[config.mk]
export PLATFORM = sky130hd
export DESIGN_NAME = iq_na_averager_flat
export DESIGN_NICKNAME = d
export VERILOG_FILES = /design/src/rtl/iq_na_averager_if.sv /design/src/rtl/iq_na_averager.sv /design/src/flat_wrapper.sv
export SDC_FILE = /design/constraint.sdc
export NUM_CORES = 1
export LEC_CHECK = 0
export CAP_MARGIN = 5
export CORE_ASPECT_RATIO = 0.9
export CORE_MARGIN = 10
export CORE_UTILIZATION = 45
export DETAILED_ROUTE_END_ITERATION = 10
export GPL_TIMING_DRIVEN = 0
export PLACE_DENSITY = 0.67
export SYNTH_ARGS = -nofsm -noshare
export SYNTH_HDL_FRONTEND = slang
export SYNTH_SLANG_ARGS = --single-unit
[constraint.sdc]
create_clock -name clk_i -period 6 [get_ports clk_i]
set_input_delay 0.9 -clock clk_i [delete_from_list [all_inputs] [get_ports clk_i]]
set_output_delay 0.9 -clock clk_i [all_outputs]
set_load 0.005 [all_outputs]
[src/rtl/iq_na_averager_if.sv]
// PS register bus between processor (master) and averager (slave).
// Ports: addr/wen/ren/wdata from master; ack/rdata from slave.
interface iq_na_averager_if;
  logic [15:0] addr;
  logic        wen;
  logic        ren;
  logic [31:0] wdata;
  logic        ack;
  logic [31:0] rdata;

  modport master (
    output addr, wen, ren, wdata,
    input  ack, rdata
  );

  modport slave (
    input  addr, wen, ren, wdata,
    output ack, rdata
  );
endinterface

[src/rtl/iq_na_averager.sv]
// Multi-channel IQ averager: settle S cycles, sum N samples per channel.
// Ports: clk_i, rstn_i, trig_i, dat_i, busy_o, done_o, bus (register slave).
module iq_na_averager #(
  parameter int CHANNELS = 2,
  parameter int INBITS   = 24,
  parameter int ACCBITS  = 62,
  parameter int CNTBITS  = 32
) (
  input  logic                       clk_i,
  input  logic                       rstn_i,
  input  logic                       trig_i,
  input  logic [CHANNELS*INBITS-1:0] dat_i,
  output logic                       busy_o,
  output logic                       done_o,
  iq_na_averager_if.slave            bus
);

  localparam logic [1:0] ST_IDLE  = 2'd0;
  localparam logic [1:0] ST_SLEEP = 2'd1;
  localparam logic [1:0] ST_AVG   = 2'd2;

  logic [1:0]         state_q, state_d;
  logic               cont_q, cont_d;
  logic               trgen_q, trgen_d;
  logic               trig_q;
  logic [CNTBITS-1:0] n_q, n_d;
  logic [CNTBITS-1:0] s_q, s_d;
  logic [CNTBITS-1:0] ncnt_q, ncnt_d;
  logic [CNTBITS-1:0] scnt_q, scnt_d;
  logic [CHANNELS-1:0] ovf_q, ovf_d, ovf_add;
  logic               done_q, done_d;
  logic [15:0]        dcnt_q, dcnt_d;
  logic               ack_q;
  logic [31:0]        rdata_q, rdata_d;

  logic signed [ACCBITS-1:0] acc_q [CHANNELS];
  logic signed [ACCBITS-1:0] acc_d [CHANNELS];
  logic signed [ACCBITS-1:0] res_q [CHANNELS];
  logic signed [ACCBITS-1:0] res_d [CHANNELS];
  logic signed [ACCBITS-1:0] smp   [CHANNELS];
  logic signed [ACCBITS-1:0] sum   [CHANNELS];
  logic        [63:0]        rx    [CHANNELS];

  logic start, restart, fin, fin_sum;

  // Wrapping adders; overflow when operand signs agree but sum differs.
  always_comb begin
    ovf_add = '0;
    for (int k = 0; k < CHANNELS; k++) begin
      smp[k] = ACCBITS'($signed(dat_i[k*INBITS +: INBITS]));
      sum[k] = acc_q[k] + smp[k];
      ovf_add[k] = (acc_q[k][ACCBITS-1] == smp[k][ACCBITS-1]) &&
                   (sum[k][ACCBITS-1] != acc_q[k][ACCBITS-1]);
    end
  end

  assign start = (bus.wen && bus.addr == 16'h0000 && bus.wdata[0]) ||
                 (trig_i && !trig_q && trgen_q);

  // Continuous mode re-arms from the completion cycle like a start.
  assign restart = start || (done_q && cont_q);

  always_comb begin
    state_d = state_q;
    cont_d  = cont_q;
    trgen_d = trgen_q;
    n_d     = n_q;
    s_d     = s_q;
    ncnt_d  = ncnt_q;
    scnt_d  = scnt_q;
    ovf_d   = ovf_q;
    done_d  = 1'b0;
    dcnt_d  = dcnt_q;
    acc_d   = acc_q;
    res_d   = res_q;
    fin     = 1'b0;
    fin_sum = 1'b0;

    if (bus.wen) begin
      case (bus.addr)
        16'h0000: begin
          cont_d  = bus.wdata[1];
          trgen_d = bus.wdata[2];
        end
        16'h0004: n_d = CNTBITS'(bus.wdata);
        16'h0008: s_d = CNTBITS'(bus.wdata);
        default: ;
      endcase
    end

    if (restart) begin
      for (int k = 0; k < CHANNELS; k++) acc_d[k] = '0;
      ovf_d  = '0;
      ncnt_d = n_q;
      scnt_d = s_q;
      if (s_q != '0)      state_d = ST_SLEEP;
      else if (n_q != '0) state_d = ST_AVG;
      else                fin     = 1'b1;
    end else begin
      unique case (state_q)
        ST_SLEEP: begin
          if (scnt_q == CNTBITS'(1)) begin
            if (ncnt_q != '0) state_d = ST_AVG;
            else              fin     = 1'b1;
          end else begin
            scnt_d = scnt_q - CNTBITS'(1);
          end
        end
        ST_AVG: begin
          acc_d = sum;
          ovf_d = ovf_q | ovf_add;
          if (ncnt_q == CNTBITS'(1)) begin
            fin     = 1'b1;
            fin_sum = 1'b1;
          end else begin
            ncnt_d = ncnt_q - CNTBITS'(1);
          end
        end
        default: ;
      endcase
    end

    // N=0 completes with the freshly cleared (zero) sums.
    if (fin) begin
      state_d = ST_IDLE;
      done_d  = 1'b1;
      dcnt_d  = dcnt_q + 16'd1;
      for (int k = 0; k < CHANNELS; k++)
        res_d[k] = fin_sum ? sum[k] : '0;
    end
  end

  always_comb begin
    for (int k = 0; k < CHANNELS; k++) rx[k] = 64'(res_q[k]);
  end

  always_comb begin
    rdata_d = '0;
    if (bus.ren) begin
      case (bus.addr)
        16'h0000: rdata_d = {29'd0, trgen_q, cont_q, 1'b0};
        16'h0004: rdata_d = 32'(n_q);
        16'h0008: rdata_d = 32'(s_q);
        16'h000C: rdata_d = {dcnt_q, 8'(ovf_q), 6'd0, state_q};
        16'h0200: rdata_d = 32'(CHANNELS);
        16'h0204: rdata_d = 32'(INBITS);
        16'h0208: rdata_d = 32'(ACCBITS);
        default: ;
      endcase
      for (int k = 0; k < CHANNELS; k++) begin
        if (bus.addr == 16'(64 + 8*k)) rdata_d = rx[k][31:0];
        if (bus.addr == 16'(68 + 8*k)) rdata_d = rx[k][63:32];
      end
    end
  end

  always_ff @(posedge clk_i) begin
    if (!rstn_i) begin
      state_q <= ST_IDLE;
      cont_q  <= 1'b0;
      trgen_q <= 1'b0;
      trig_q  <= 1'b0;
      n_q     <= '0;
      s_q     <= '0;
      ncnt_q  <= '0;
      scnt_q  <= '0;
      ovf_q   <= '0;
      done_q  <= 1'b0;
      dcnt_q  <= '0;
      ack_q   <= 1'b0;
      rdata_q <= '0;
      for (int k = 0; k < CHANNELS; k++) begin
        acc_q[k] <= '0;
        res_q[k] <= '0;
      end
    end else begin
      state_q <= state_d;
      cont_q  <= cont_d;
      trgen_q <= trgen_d;
      trig_q  <= trig_i;
      n_q     <= n_d;
      s_q     <= s_d;
      ncnt_q  <= ncnt_d;
      scnt_q  <= scnt_d;
      ovf_q   <= ovf_d;
      done_q  <= done_d;
      dcnt_q  <= dcnt_d;
      ack_q   <= bus.wen | bus.ren;
      rdata_q <= rdata_d;
      acc_q   <= acc_d;
      res_q   <= res_d;
    end
  end

  assign busy_o    = (state_q == ST_SLEEP) || (state_q == ST_AVG);
  assign done_o    = done_q;
  assign bus.ack   = ack_q;
  assign bus.rdata = rdata_q;

endmodule
[src/flat_wrapper.sv]
// flat-port wrapper written by rule: the top's interface ports become plain ports
module iq_na_averager_flat 
#(
  parameter int CHANNELS = 2,
  parameter int INBITS   = 24,
  parameter int ACCBITS  = 62,
  parameter int CNTBITS  = 32
)
  (clk_i, rstn_i, trig_i, dat_i, busy_o, done_o, bus_addr, bus_wen, bus_ren, bus_wdata, bus_ack, bus_rdata);
  iq_na_averager_if bus_i ();
  input  logic clk_i;
  input  logic rstn_i;
  input  logic trig_i;
  input  logic [CHANNELS*INBITS-1:0] dat_i;
  output logic busy_o;
  output logic done_o;
  input wire logic [$bits(bus_i.addr)-1:0] bus_addr;
  input wire logic [$bits(bus_i.wen)-1:0] bus_wen;
  input wire logic [$bits(bus_i.ren)-1:0] bus_ren;
  input wire logic [$bits(bus_i.wdata)-1:0] bus_wdata;
  output wire logic [$bits(bus_i.ack)-1:0] bus_ack;
  output wire logic [$bits(bus_i.rdata)-1:0] bus_rdata;
  assign bus_i.addr = bus_addr;
  assign bus_i.wen = bus_wen;
  assign bus_i.ren = bus_ren;
  assign bus_i.wdata = bus_wdata;
  assign bus_ack = bus_i.ack;
  assign bus_rdata = bus_i.rdata;
  iq_na_averager #(.CHANNELS(CHANNELS), .INBITS(INBITS), .ACCBITS(ACCBITS), .CNTBITS(CNTBITS)) u_core (.clk_i(clk_i), .rstn_i(rstn_i), .trig_i(trig_i), .dat_i(dat_i), .busy_o(busy_o), .done_o(done_o), .bus(bus_i));
endmodule
==> metrics, run 1 <==
status=complete, no violations; Pwr Density=232 nW/um^2; Die Footprint=63200 sq um; fmax=195 MHz; Antenna Nets Post-Route=0; hold crit path type=reg2reg; Core Footprint=53000 sq um; first-pass GRT wire length=139000 microns; Mean Syn Cell Area=8.13 sq um; final hold viol count=0; area share of fa/ha/maj cells after synthesis=0.0692; clock skew=21.5 ps; largest net degree at the start of global routing=42; slew of the pin with the lowest slew margin=1370 ps; post-synthesis mux area share=0.0276; CTS Buf Count=48; most common cell in the synthesized netlist=dfxtp_1; Post-synth top cells=dfxtp_1, nand2_1, nor2_1, a21oi_1, o21ai_0; top area cells in the synthesized netlist=dfxtp_1, ha_1, nand2_1, a21oi_1, xnor2_1; layout net count=3382; Root Buffer=clkbuf_16; DR DRC count=0; drt pass-1 iters=11; wire per inst=24.2 microns; Max FO, Critical Path=4; #FFs+latches synth=433; Int Pwr=0.00490 W; All-Layer GR Usage=0.284; Yosys top cell area share=0.360; Via density=6.14; Post-synth EDFFs=0; final core utilization=0.530; hpwl dp=73400 microns; post-synthesis compound-gate area fraction=0.251; I/O pin count=136; synthesis-to-finish area growth=16.5%; Worst Reg-to-Reg Cells=13; WL final=93900 microns; worst path required time=6470 ps; final setup fails=0; main combinational cell family by area after synthesis=compound AO/OA/AOI/OAI gates; Clock Sinks=433; syn nets=3195; unrepaired setup endpoints after global routing=false; Pins Over Slew Limit=0; setup total negative slack=0 ps; Synth Area in XOR/XNOR=0.0673; CP arrival=5600 ps; post-CTS resize count=0; R2R setup slack=1440 ps; starting density of the core=0.455; die width=264 microns; pre-CTS setup slack=461 ps; number of max-cap violations=0; VDD IR max=0.217 mV; post-route insts no fill=3886; Max clock buf depth=3; Die Y=239 microns; critical path capture point type=flop; CTS HTree Levels=2; register area share after synthesis=0.360; Placer Congestion=0.989; most frequently used flop master after synthesis=dfxtp_1; area leader, netlist=dfxtp_1; Crit Path Class=in2reg; period utilisation layout=0.855; Switch Pwr=0.00161 W; number of buffers added for setup after CTS=0; Worst Setup SP=dat_i[24]; vias in the first global route=22200; Worst-path clk slew=70 ps; P_leak=10.9 nW; slew margin rel.=0.0874; initial antenna violation count=4; Clk network pwr share=0.494; Net Sw Frac=0.247; Comb pwr share=0.064; latest clock arrival within the worst-skew pair=610 ps; Iter 0 DRT Violations=2584; Synth Instances=2962; critical path launch point type=input pin; dpl cells=3795; post-route setup slack=870 ps; IO Port Bufs=134; CTS tree=yes; Yosys cell types=76; synthesized area=24100 sq um; DP Area=26300 sq um; share of cells above drive strength 1=0.0361; FF-to-FF End=u_core.res_q[58]$_SDFFE_PN0P_; Vias=23900; RR Startpoint=u_core.acc_q[0]$_SDFFE_PP0N_; Period minus WS final=5130 ps; simple-gate area share of the yosys netlist=0.190; Final Instance Area=28000 sq um; Worst Setup EP=u_core.res_q[58]$_SDFFE_PN0P_; floorplan row count=80; register share of total power=0.442; synth warn=0; total grt overflow=0; Post-synth ARST share=0; Hold-fix buffers, CTS=0
placed cells by master, fill, tap and decap left out, types with 11 or more instances in the layout:
cell type and n:
a21oi_1 259, clkbuf_16 50, dfxtp_1 433, nor2b_1 35, nand4_1 49, nand2_1 382, clkbuf_1 175, ha_1 130
a22o_1 53, a222oi_1 24, a31oi_1 32, a221oi_1 14, and2_1 21, or3_1 32, nor4_1 36, clkdlybuf4s50_1 132
nor3_1 43, o21ai_0 184, a21o_1 85, inv_1 46, mux2i_1 63, o21bai_1 33, a211oi_1 58, clkbuf_8 11
nor2_1 266, and3_1 26, nand3b_1 11, nand3_1 51, nand2b_1 13, o21a_1 48, a22oi_1 44, xor2_1 69
xnor2_1 116
critical path: stages:
cell and delay [ps]:
clkdlybuf4s50_1 560, ha_1 220, fa_1 250, a211oi_1 120, o21ai_0 440, nand4_1 380, nand2_1 180, a31oi_1 210
o41ai_1 1050, a41o_1 460, a21oi_1 200, o21ai_0 270, xnor2_1 230, o21ai_0 110
power groups by stage:
stage | clock network (W) | registers (W) | logic (W)
after floorplan | 0 | 0.00294 | 0.000207
after global placement | 0 | 0.00294 | 0.000400
after detailed placement | 0 | 0.00294 | 0.000406
after CTS | 0.00324 | 0.00287 | 0.000408
after global routing | 0.00335 | 0.00287 | 0.000445
final | 0.00322 | 0.00287 | 0.000416
per-stage QoR:
stage / hold slack (ps) / power (W)
2_1_floorplan: 416 / 0.00315
3_3_place_gp: 439 / 0.00334
3_5_place_dp: 445 / 0.00335
4_1_cts: 459 / 0.00652
5_1_grt: 483 / 0.00667
6_report: 460 / 0.00651
routing by layer:
layer	vias to the layer above	share of wire	track usage
li1	11100	-	-
met1	11400	0.44	0.390
met2	1107	0.42	0.426
met3	199	0.10	0.0670
met4	4	0.035	0.101
met5	-	0.00027	0
worst min path at each step:
stage,startpoint,to,slack (ps),cells past startpoint
finish,u_core.res_q[2]$_SDFFE_PN0P_,u_core.res_q[2]$_SDFFE_PN0P_,460,2
global route,u_core.res_q[2]$_SDFFE_PN0P_,u_core.res_q[2]$_SDFFE_PN0P_,480,2
CTS,u_core.res_q[2]$_SDFFE_PN0P_,u_core.res_q[2]$_SDFFE_PN0P_,460,2
detailed placement,u_core.res_q[2]$_SDFFE_PN0P_,u_core.res_q[2]$_SDFFE_PN0P_,440,2
global placement,u_core.res_q[114]$_SDFFE_PN0P_,u_core.res_q[114]$_SDFFE_PN0P_,440,2
floorplan,u_core.res_q[117]$_SDFFE_PN0P_,u_core.res_q[117]$_SDFFE_PN0P_,420,2
flip-flops by register name (all words and copies together), names as in the netlist, 2 cells and up:
| signal | cells |
|---|---|
| u_core.n_q | 32 |
| u_core.s_q | 32 |
| u_core.scnt_q | 32 |
| u_core.ncnt_q | 32 |
| u_core.dcnt_q | 16 |
| u_core.bus.rdata | 32 |
| u_core.state_q | 2 |
| u_core.res_q | 124 |
| u_core.ovf_q | 2 |
| u_core.acc_q | 124 |
logic make-up (layout without fill, tap and decap cells):
group,count (synthesis),count (layout)
AND/OR/NAND/NOR,994,994
multiplexers,66,66
buffers and inverters,229,455
adder cells (fa/ha/maj),132,132
other,0,1
flip-flops,433,433
AO/OA/AOI/OAI,923,923
XOR/XNOR,185,185
area by class of cell:
class / instances / area, sq um
Fill cell: 5003 / 24900
Multi-Input combinational cell: 2300 / 14500
Sequential cell: 433 / 8670
Clock buffer: 63 / 1410
Timing Repair Buffer: 137 / 1380
Tap cell: 697 / 872
Buffer: 183 / 688
Clock inverter: 26 / 307
Inverter: 46 / 173
Antenna cell: 1 / 2.50
Power figures use the tool's default switching activity.
==> run 2: changes to the inputs <==
--- a/config.mk
+++ b/config.mk
@@ -9,6 +9,7 @@
 export CORE_ASPECT_RATIO = 0.9
 export CORE_MARGIN = 10
 export CORE_UTILIZATION = 45
+export CTS_CLUSTER_SIZE = 28
 export DETAILED_ROUTE_END_ITERATION = 10
 export GPL_TIMING_DRIVEN = 0
 export PLACE_DENSITY = 0.67
==> results of run 2 <==
No change in the layout: final DEF, timing and power equal those of run 1.
==> run 3: changes to the inputs <==
==> constraint.sdc (replaced) <==
create_clock -name clk_i -period 6 [get_ports clk_i]
set_input_delay 0.9 -clock clk_i [delete_from_list [all_inputs] [get_ports clk_i]]
set_output_delay 0.9 -clock clk_i [all_outputs]
set_load 0.01 [all_outputs]
==> results of run 3 <==
The final DEF is identical to that of run 1. Status: complete, no violations.
